[src/rtl/stream_mux_pkg.sv]
// Shared types for the stream_mux_rr block.
//   state_e     : packet FSM state (IDLE = free to arbitrate, LOCKED = mid-packet)
//   prio_mode_e : arbitration policy chosen by the prio_mode pin
package stream_mux_pkg;

    typedef enum logic {
        IDLE   = 1'b0,
        LOCKED = 1'b1
    } state_e;

    typedef enum logic {
        PRIO_RR    = 1'b0,
        PRIO_FIXED = 1'b1
    } prio_mode_e;

endpackage

[src/rtl/stream_mux_rr_if.sv]
// Stream bundle for stream_mux_rr: NUM_CH upstream valid/ready/data/last
// channels plus the single merged downstream channel.
//   master : the environment side (drives upstream beats and out_ready)
//   slave  : the multiplexer side (drives in_ready and the out_* beat)
// Channel i data sits at in_data[i].
interface stream_mux_rr_if #(
    parameter int NUM_CH    = 4,
    parameter int DATAWIDTH = 8,
    parameter int CH_W      = $clog2(NUM_CH)
);
    logic [NUM_CH-1:0]                in_valid;
    logic [NUM_CH-1:0]                in_ready;
    logic [NUM_CH-1:0][DATAWIDTH-1:0] in_data;
    logic [NUM_CH-1:0]                in_last;

    logic                             out_valid;
    logic                             out_ready;
    logic [DATAWIDTH-1:0]             out_data;
    logic                             out_last;
    logic [CH_W-1:0]                  out_ch;

    modport master (
        output in_valid, in_data, in_last, out_ready,
        input  in_ready, out_valid, out_data, out_last, out_ch
    );

    modport slave (
        input  in_valid, in_data, in_last, out_ready,
        output in_ready, out_valid, out_data, out_last, out_ch
    );
endinterface

[src/rtl/stream_mux_rr_arbiter.sv]
// rr_arbiter: purely combinational channel picker for stream_mux_rr.
//   i_req         : per-channel request (in_valid)
//   i_rr_ptr      : round-robin search start index
//   i_mode        : PRIO_RR searches upward from i_rr_ptr with wrap,
//                   PRIO_FIXED picks the lowest requesting index
//   o_grant       : winning channel index (0 when nothing requests)
//   o_grant_valid : at least one channel requests
module rr_arbiter
    import stream_mux_pkg::*;
#(
    parameter int NUM_CH = 4,
    parameter int CH_W   = $clog2(NUM_CH)
) (
    input  logic [NUM_CH-1:0] i_req,
    input  logic [CH_W-1:0]   i_rr_ptr,
    input  prio_mode_e        i_mode,
    output logic [CH_W-1:0]   o_grant,
    output logic              o_grant_valid
);

    int w_idx;

    always_comb begin
        // NOTE: every output gets a default before any branch so no path leaves it unassigned (no latch).
        o_grant       = '0;
        o_grant_valid = 1'b0;
        w_idx         = 0;
        // Scanning from the far end and overwriting leaves the first hit of the
        // upward search as the final value.
        for (int i = NUM_CH - 1; i >= 0; i--) begin
            if (i_mode == PRIO_FIXED) begin
                w_idx = i;
            end else begin
                w_idx = (int'(i_rr_ptr) + i) % NUM_CH;
            end
            if (i_req[w_idx]) begin
                o_grant       = CH_W'(w_idx);
                o_grant_valid = 1'b1;
            end
        end
    end

endmodule

[src/rtl/stream_mux_rr.sv]
// stream_mux_rr: packet-aware registered N-to-1 stream multiplexer.
//   clk, rst_n : clock (rising edge), asynchronous active-low reset
//   prio_mode  : 0 = round-robin, 1 = fixed priority (lowest index wins);
//                only looked at when choosing a new packet
//   busy       : high while a multi-beat packet holds the grant
//   bus        : upstream channels and the registered downstream beat
// A channel keeps the grant from its first beat until its last beat, so
// packets are never interleaved. Arbitration happens in the same cycle as the
// first beat, so back-to-back packets flow without a bubble.
module stream_mux_rr
    import stream_mux_pkg::*;
#(
    parameter int NUM_CH    = 4,
    parameter int DATAWIDTH = 8,
    parameter int CH_W      = $clog2(NUM_CH)
) (
    input  logic           clk,
    input  logic           rst_n,
    input  logic           prio_mode,
    output logic           busy,
    stream_mux_rr_if.slave bus
);

    state_e               r_state;
    state_e               w_state_nxt;
    logic [CH_W-1:0]      r_grant;
    logic [CH_W-1:0]      r_rr_ptr;
    prio_mode_e           r_pkt_mode;
    prio_mode_e           w_mode;

    logic [CH_W-1:0]      w_arb_grant;
    logic                 w_arb_valid;
    logic [CH_W-1:0]      w_sel;
    logic                 w_sel_valid;
    logic                 w_can_load;
    logic                 w_xfer;
    logic                 w_xfer_last;
    logic [NUM_CH-1:0]    w_in_ready;

    logic                 r_out_valid;
    logic [DATAWIDTH-1:0] r_out_data;
    logic                 r_out_last;
    logic [CH_W-1:0]      r_out_ch;

    rr_arbiter #(
        .NUM_CH (NUM_CH),
        .CH_W   (CH_W)
    ) u_arb (
        .i_req         (bus.in_valid),
        .i_rr_ptr      (r_rr_ptr),
        .i_mode        (prio_mode_e'(prio_mode)),
        .o_grant       (w_arb_grant),
        .o_grant_valid (w_arb_valid)
    );

    // The policy that chose the current packet decides whether its last beat
    // advances rr_ptr; a mid-packet change of prio_mode must not affect it.
    assign w_mode = (r_state == IDLE) ? prio_mode_e'(prio_mode) : r_pkt_mode;

    always_comb begin
        w_can_load = !r_out_valid || bus.out_ready;

        w_sel       = w_arb_grant;
        w_sel_valid = w_arb_valid;
        if (r_state == LOCKED) begin
            // Held even when the owner drops in_valid: the output simply bubbles.
            w_sel       = r_grant;
            w_sel_valid = 1'b1;
        end

        w_in_ready = '0;
        if (rst_n && w_sel_valid) begin
            w_in_ready[w_sel] = w_can_load;
        end

        w_xfer      = w_in_ready[w_sel] && bus.in_valid[w_sel];
        w_xfer_last = bus.in_last[w_sel];

        w_state_nxt = r_state;
        case (r_state)
            IDLE:    if (w_xfer && !w_xfer_last) w_state_nxt = LOCKED;
            LOCKED:  if (w_xfer &&  w_xfer_last) w_state_nxt = IDLE;
            default: w_state_nxt = IDLE;
        endcase
    end

    always_ff @(posedge clk or negedge rst_n) begin
        // NOTE: sequential state uses non-blocking assignments so every register samples pre-edge values.
        if (!rst_n) begin
            r_state <= IDLE;
        end else begin
            r_state <= w_state_nxt;
        end
    end

    always_ff @(posedge clk or negedge rst_n) begin
        if (!rst_n) begin
            r_grant     <= '0;
            r_pkt_mode  <= PRIO_RR;
            r_rr_ptr    <= '0;
            r_out_valid <= 1'b0;
            r_out_data  <= '0;
            r_out_last  <= 1'b0;
            r_out_ch    <= '0;
        end else begin
            if (w_xfer) begin
                r_out_valid <= 1'b1;
                r_out_data  <= bus.in_data[w_sel];
                r_out_last  <= w_xfer_last;
                r_out_ch    <= w_sel;
                if (r_state == IDLE) begin
                    r_grant    <= w_sel;
                    r_pkt_mode <= w_mode;
                end
                if (w_xfer_last && w_mode == PRIO_RR) begin
                    r_rr_ptr <= (w_sel == CH_W'(NUM_CH - 1)) ? '0 : w_sel + CH_W'(1);
                end
            end else if (bus.out_ready) begin
                r_out_valid <= 1'b0;
            end
        end
    end

    assign bus.in_ready  = w_in_ready;
    assign bus.out_valid = r_out_valid;
    assign bus.out_data  = r_out_data;
    assign bus.out_last  = r_out_last;
    assign bus.out_ch    = r_out_ch;
    assign busy          = (r_state == LOCKED);

endmodule

[src/flat_wrapper.sv]
// flat-port wrapper written by rule: the top's interface ports become plain ports
module stream_mux_rr_flat import stream_mux_pkg::*;
#(
    parameter int NUM_CH    = 4,
    parameter int DATAWIDTH = 8,
    parameter int CH_W      = $clog2(NUM_CH)
)
  (clk, rst_n, prio_mode, busy, bus_in_valid, bus_in_data, bus_in_last, bus_out_ready, bus_in_ready, bus_out_valid, bus_out_data, bus_out_last, bus_out_ch);
  stream_mux_rr_if #(.NUM_CH(NUM_CH), .DATAWIDTH(DATAWIDTH), .CH_W(CH_W)) bus_i ();
  input  logic clk;
  input  logic rst_n;
  input  logic prio_mode;
  output logic busy;
  input wire logic [$bits(bus_i.in_valid)-1:0] bus_in_valid;
  input wire logic [$bits(bus_i.in_data)-1:0] bus_in_data;
  input wire logic [$bits(bus_i.in_last)-1:0] bus_in_last;
  input wire logic [$bits(bus_i.out_ready)-1:0] bus_out_ready;
  output wire logic [$bits(bus_i.in_ready)-1:0] bus_in_ready;
  output wire logic [$bits(bus_i.out_valid)-1:0] bus_out_valid;
  output wire logic [$bits(bus_i.out_data)-1:0] bus_out_data;
  output wire logic [$bits(bus_i.out_last)-1:0] bus_out_last;
  output wire logic [$bits(bus_i.out_ch)-1:0] bus_out_ch;
  assign bus_i.in_valid = bus_in_valid;
  assign bus_i.in_data = bus_in_data;
  assign bus_i.in_last = bus_in_last;
  assign bus_i.out_ready = bus_out_ready;
  assign bus_in_ready = bus_i.in_ready;
  assign bus_out_valid = bus_i.out_valid;
  assign bus_out_data = bus_i.out_data;
  assign bus_out_last = bus_i.out_last;
  assign bus_out_ch = bus_i.out_ch;
  stream_mux_rr #(.NUM_CH(NUM_CH), .DATAWIDTH(DATAWIDTH), .CH_W(CH_W)) u_core (.clk(clk), .rst_n(rst_n), .prio_mode(prio_mode), .busy(busy), .bus(bus_i));
endmodule
[config.mk]
export PLATFORM = sky130hd
export DESIGN_NAME = stream_mux_rr_flat
export DESIGN_NICKNAME = d
export VERILOG_FILES = /design/src/rtl/stream_mux_pkg.sv /design/src/rtl/stream_mux_rr_if.sv /design/src/rtl/stream_mux_rr_arbiter.sv /design/src/rtl/stream_mux_rr.sv /design/src/flat_wrapper.sv
export SDC_FILE = /design/constraint.sdc
export NUM_CORES = 1
export LEC_CHECK = 0
export ABC_AREA = 0
export CELL_PAD_IN_SITES_DETAIL_PLACEMENT = 0
export CELL_PAD_IN_SITES_GLOBAL_PLACEMENT = 2
export CORE_ASPECT_RATIO = 1.75
export CORE_MARGIN = 4
export CORE_UTILIZATION = 21
export DETAILED_ROUTE_END_ITERATION = 10
export GPL_TIMING_DRIVEN = 0
export HOLD_SLACK_MARGIN = 0.06
export PLACE_DENSITY_LB_ADDON = 0.1
export SLEW_MARGIN = 5
export SYNTH_ARGS = -nofsm -noshare
export SYNTH_HDL_FRONTEND = slang
export SYNTH_HIERARCHICAL = 1
export SYNTH_SLANG_ARGS = --single-unit
[constraint.sdc]
create_clock -name clk -period 3.5 [get_ports clk]
set_clock_uncertainty 0.1 [all_clocks]
set_input_delay 0.7 -clock clk [delete_from_list [all_inputs] [get_ports clk]]
set_output_delay 0.7 -clock clk [all_outputs]
set_load 0.03 [all_outputs]
Word level (Yosys, flattened, before mapping)
Cells that the tools add are included.

Flip-flop bits (word level): 18. Bits of input ports: 44.

Add/subtract/negate cells: 4. Magnitude comparators: 6. Equal/unequal tests: 1. Mux-type cells: 44. Bitwise operators: 6. Reduce and logical (&&, ||, !) cells: 15.

Operators with widths (number): $lt 32x4->1 const B (4); $mux 32 (3); $mux 1 (22); $bmux 8 s2 (1); $bmux 1 s2 (7); $mux 2 (7); $mux 8 (1); $logic_and 1x1->1 (6); $reduce_or 2->1 (3); $add 2x1->2 const B (2); $add 2x2->2 const B (2); $and 4x4->4 (1); $mux 4 (1); $reduce_and 2->1 (2); $and 1x1->1 const A (3); $lt 2x3->1 const B (1); $demux 1 s2 (1); $eq 2x2->1 const B (1); $ge 2x1->1 const B (1); $logic_not 1->1 (2); $not 1->1 (2); $pmux 1 s2 (1); $reduce_bool 2->1 (1); $logic_or 1x1->1 (1).

Logic depth before layout (Yosys ltp)
Word-level depth: 24. Depth in mapped cells: 15. Mapped depth without buffers: 11.

Cells and area by module
Netlist, hierarchy kept.

By module, submodules not included: stream_mux_rr (instances 1, cells each 125, area each 1158.6 um^2, seq. area each 450.4 um^2); rr_arbiter (instances 1, cells each 25, area each 185.2 um^2, seq. area each 0.0 um^2).

Least setup slack after synthesis
No wires, ideal clock.

Path type: input port to flip-flop. From: in bus_in_valid[2]. To: reg u_core.r_out_data[4], in the netlist u_core/bus.out_data[4]. Data arrival time: 3.286 ns. Required time: 3.273 ns. Slack: -0.014 ns. Stages: 14. Cells stage by stage: mux2_4 and3_4 o32ai_2 mux2i_4 inv_4 buf_6 clkbuf_1 ha_1 nand2_1 mux2i_1 a22o_1 buf_4 buf_4 mux2_1.

Longest elaborated chain between the ends: 17.

Ends and longest elaborated chain: start, declared (line flat_wrapper.sv:14) `input wire logic [$bits(bus_i.in_valid)-1:0] bus_in_valid;`; $bmux 1 s2 (line stream_mux_rr_arbiter.sv:36) `if (i_req[w_idx]) begin`; $mux 1 (implied by the code) (2 in series) (line stream_mux_rr_arbiter.sv:36); $mux 2 (3 in series) (line stream_mux_rr_arbiter.sv:36); $mux 2 (*) (line stream_mux_rr_arbiter.sv:36); named net u_core.w_arb_grant[0] (line stream_mux_rr.sv:31) `logic [CH_W-1:0] w_arb_grant;`; $mux 2 (*) (line stream_mux_rr.sv:65) `if (r_state == LOCKED) begin`; named net u_core.w_sel[0] (line stream_mux_rr.sv:33) `logic [CH_W-1:0] w_sel;`; $lt 2x3->1 (implied by the code) / $ge 2x1->1 (equally long branches) (line stream_mux_rr.sv:73) `w_in_ready[w_sel] = w_can_load;`; $logic_and 1x1->1 (implied by the code) (line stream_mux_rr.sv:73); $mux 1 (implied by the code) (line stream_mux_rr.sv:73); $demux 1 s2; $and 4x4->4 (no line); $mux 4 (line stream_mux_rr.sv:72) `if (rst_n && w_sel_valid) begin`; $bmux 1 s2 (line stream_mux_rr.sv:76) `w_xfer = w_in_ready[w_sel] && bus.in_valid[w_sel];`; $mux 1 (implied by the code) (line stream_mux_rr.sv:76); $logic_and 1x1->1 (line stream_mux_rr.sv:76); end signal, assigned (line stream_mux_rr.sv:108) `r_out_data <= bus.in_data[w_sel];`; end, declared (line stream_mux_rr.sv:41) `logic [DATAWIDTH-1:0] r_out_data;`.

The timed path passes the listed nets; every way through them passes the cells marked *. The select of a mux whose other input is x is not followed. A chain may end at the register's enable or synchronous reset.

Final worst setup path
From: in bus_in_valid[0]. To: out bus_in_ready[1].

Longest elaborated chain between the ends: 14.

Ends and longest elaborated chain: $bmux 1 s2 (line stream_mux_rr_arbiter.sv:36); $mux 1 (implied by the code) (2 in series) (line stream_mux_rr_arbiter.sv:36); $mux 2 (3 in series) (line stream_mux_rr_arbiter.sv:36); $mux 2 (*) (line stream_mux_rr_arbiter.sv:36); named net u_core.w_arb_grant[0] (line stream_mux_rr.sv:31); $mux 2 (*) (line stream_mux_rr.sv:65); named net u_core.w_sel[0] (line stream_mux_rr.sv:33); $lt 2x3->1 (implied by the code) / $ge 2x1->1 (equally long branches) (line stream_mux_rr.sv:73); $logic_and 1x1->1 (implied by the code) (line stream_mux_rr.sv:73); $mux 1 (implied by the code) (line stream_mux_rr.sv:73); $demux 1 s2 (*); $and 4x4->4 (no line) (*); $mux 4 (*) (line stream_mux_rr.sv:72); end, declared (line flat_wrapper.sv:18) `output wire logic [$bits(bus_i.in_ready)-1:0] bus_in_ready;`.

Marks and branches as above.

==> results.md <==
- Status: complete, no violations
- Via count: 1342
- Vias per Instance: 4.49
- DRC violations left: 0
- CP Launch Type: input pin
- Later-pin clock latency in the skew report: 0.25 ns
- Post-DRT Antenna Nets: 0
- Share of cells above drive strength 1: 19.2%
- Hold Vio Cnt, Final: 0
- H-tree depth: 1
- Clock buffer depth: 2
- Die Height: 114 µm
- Final HPWL DP: 3530 µm
- Peak Freq: 291 MHz
- Crit path max fanout: 11
- CTS root buf: clkbuf_8
- Synth Warn #: 6
- Die ar.: 7790 µm²
- Router iterations before antenna repair: 4
- Initial core utilization: 21.6%
- Crit Path Category: input pin to primary output
- Overall routing resource usage: 12.2%
- Post-Syn Area per Cell: 8.96 µm²
- Distinct cells, synth: 39
- Largest net degree at the start of global routing: 20
- CTS tree: built
- Leading cell types in the layout, fill and taps excluded: clkdlybuf4s50_1, nand2_1, dfrtp_1
- Total core area: 6230 µm²
- Clk pin slew, worst setup/hold paths: 0.07 ns
- Row count: 38
- Final period utilization: 98.1%
- Cell count after synthesis: 150
- Placed cell areas: 2050 µm²
- N_diodes: 0
- Actual slew at the worst max-slew pin: 0.495 ns
- Area Growth Syn to Fin: 65.8%
- Max-cap violation count: 0
- Layout Nets: 268
- Worst hold slack: 0.297 ns
- Slew HR: 67.0%
- DR iter-0 viols: 11
- Synthesized Nets: 198
- Sink Count: 18
- Element type at the critical path end: primary output
- Synth Flop Type: dfrtp_1
- Period minus WS final: 3.43 ns
- Worst VDD drop: 0.000255 V
- Register area share after synthesis: 33.5%
- Critical path required time: 2.70 ns
- Commonest non-fill, non-tap cell in the layout: clkdlybuf4s50_1
- Vias in the first global route: 1486
- Crit path DAT: 2.63 ns
- Path category of the worst min-delay check: input pin to asynchronous set/reset pin
- Mapped Area: 1340 µm²
- TritonCTS Buffers: 3
- Placer Congestion: 0.712
- Leakage: 0.974 nW
- Initial antenna violation count: 0
- Final setup fails: 0
- Async S/R FF share, synth: 100%
- Global-route wire length before repair: 7130 µm
- Pwr Density: 825 nW/µm²
- Horiz. Die Dim: 68.5 µm
- Seq cells post-synth: 18
- # port buffers: 60
- Average routed wire per standard cell: 15.1 µm
- Final wirelength: 4520 µm
- # IOs: 61
- Slew Limit Fails: 0
- EDFF count, synth: 0
- Post-route cell area: 2230 µm²
- Gr ovfl total: 0
sequential cells by signal, summed over array words and instances (netlist names), named ones only:
signal	cells
u_core/bus.out_last	1
u_core/bus.out_valid	1
u_core/bus.out_data	8
u_core/r_pkt_mode	1
u_core/bus.out_ch	2
u_core/r_grant	2
u_core/r_rr_ptr	2
critical path, stage by stage:
cell           delay [ns]
dlygate4sd2_1        0.33
and3b_1              0.19
o22a_1               0.17
o32ai_4              0.11
mux2i_4              0.26
inv_4                0.07
buf_12               0.15
clkbuf_16            0.17
ha_1                 0.21
and2_4               0.14
buf_6                0.13
cell families (layout without fill, tap and decap cells):
logic type | count (synthesis) | after routing | share of synthesized area [%]
buf+inv | 13 | 82 | 5.59
simple gates | 71 | 71 | 26.7
flops | 18 | 18 | 33.5
fa+ha+maj | 4 | 4 | 3.72
compound gates | 24 | 24 | 12.1
mux | 20 | 20 | 18.3
what timing repair did:
action | in CTS | in global routing
setup buffers | 3 | 2
endpoints found under the hold margin | 0 | 0
resized for setup | 56 | 15
endpoints found under the setup margin | 22 | 11
cloned | 0 | 0
pin swaps | 3 | 2
hold buffers | 0 | 0
stage by stage:
step	setup TNS (ns)	cells	utilization [%]	total power, mW	setup slack (ns)
after floorplan	0	150	-	1.11	0.120
after global placement	-20.90	290	32.8	1.52	-1.30
after detailed placement	-20.68	290	32.8	1.53	-1.28
after CTS	0	297	35.5	1.83	0.00620
after global routing	-0.00658	299	35.8	1.98	-0.00658
final	0	299	35.8	1.84	0.0679
worst paths after layout:
check	cells past startpoint	to	slack, ns	from
max reg2reg	14	u_core/r_grant[1]$_DFFE_PN0P_	0.19	u_core/r_rr_ptr[0]$_DFFE_PN0P_
max in group asynchronous	1	u_core/r_rr_ptr[0]$_DFFE_PN0P_	2.65	rst_n
min reg2reg	1	u_core/bus.out_data[4]$_DFFE_PN0P_	0.38	u_core/bus.out_data[4]$_DFFE_PN0P_
min in group clk	1	u_core/bus.out_data[4]$_DFFE_PN0P_	0.38	u_core/bus.out_data[4]$_DFFE_PN0P_
max	11	bus_in_ready[1]	0.07	bus_in_valid[0]
min	1	u_core/r_rr_ptr[1]$_DFFE_PN0P_	0.30	rst_n
cell usage after synthesis, types with 3 or more instances:
cell | number | share of area [%]
mux2i_1 | 4 | 3.0
and2_1 | 4 | 1.9
nand2_1 | 38 | 11
a21oi_1 | 4 | 1.5
mux2_1 | 13 | 11
nor2_1 | 5 | 1.4
inv_1 | 4 | 1.1
a31oi_1 | 8 | 3.7
and3_1 | 8 | 3.7
dfrtp_1 | 18 | 34
ha_1 | 4 | 3.7
clkbuf_1 | 3 | 0.84
per-layer routing:
metal / vias up / routed length, µm / share of wire [%] / track usage [%]
met5: - / 0 / 0 / 0
met4: 0 / 61 / 1.3 / 4.38
met3: 2 / 182 / 4.0 / 1.28
met2: 36 / 2690 / 59 / 23.7
met1: 641 / 1590 / 35 / 12.6
li1: 663 / - / - / -
where the power goes:
part | internal (mW) | switching (mW) | leakage, nW
clock network | 0.0999 | 0.0711 | 0.0288
registers | 0.312 | 0.0786 | 0.219
logic | 0.620 | 0.656 | 0.726
layout make-up:
cell class / count / area (µm²)
buffer: 8 / 108
clock buffer: 4 / 55.1
fill: 652 / 4000
inverter: 5 / 21.3
multi-input combinational: 119 / 883
sequential: 18 / 452
tap: 80 / 100
timing repair buffer: 65 / 609
Note: power is estimated with default switching activity, not from simulation.
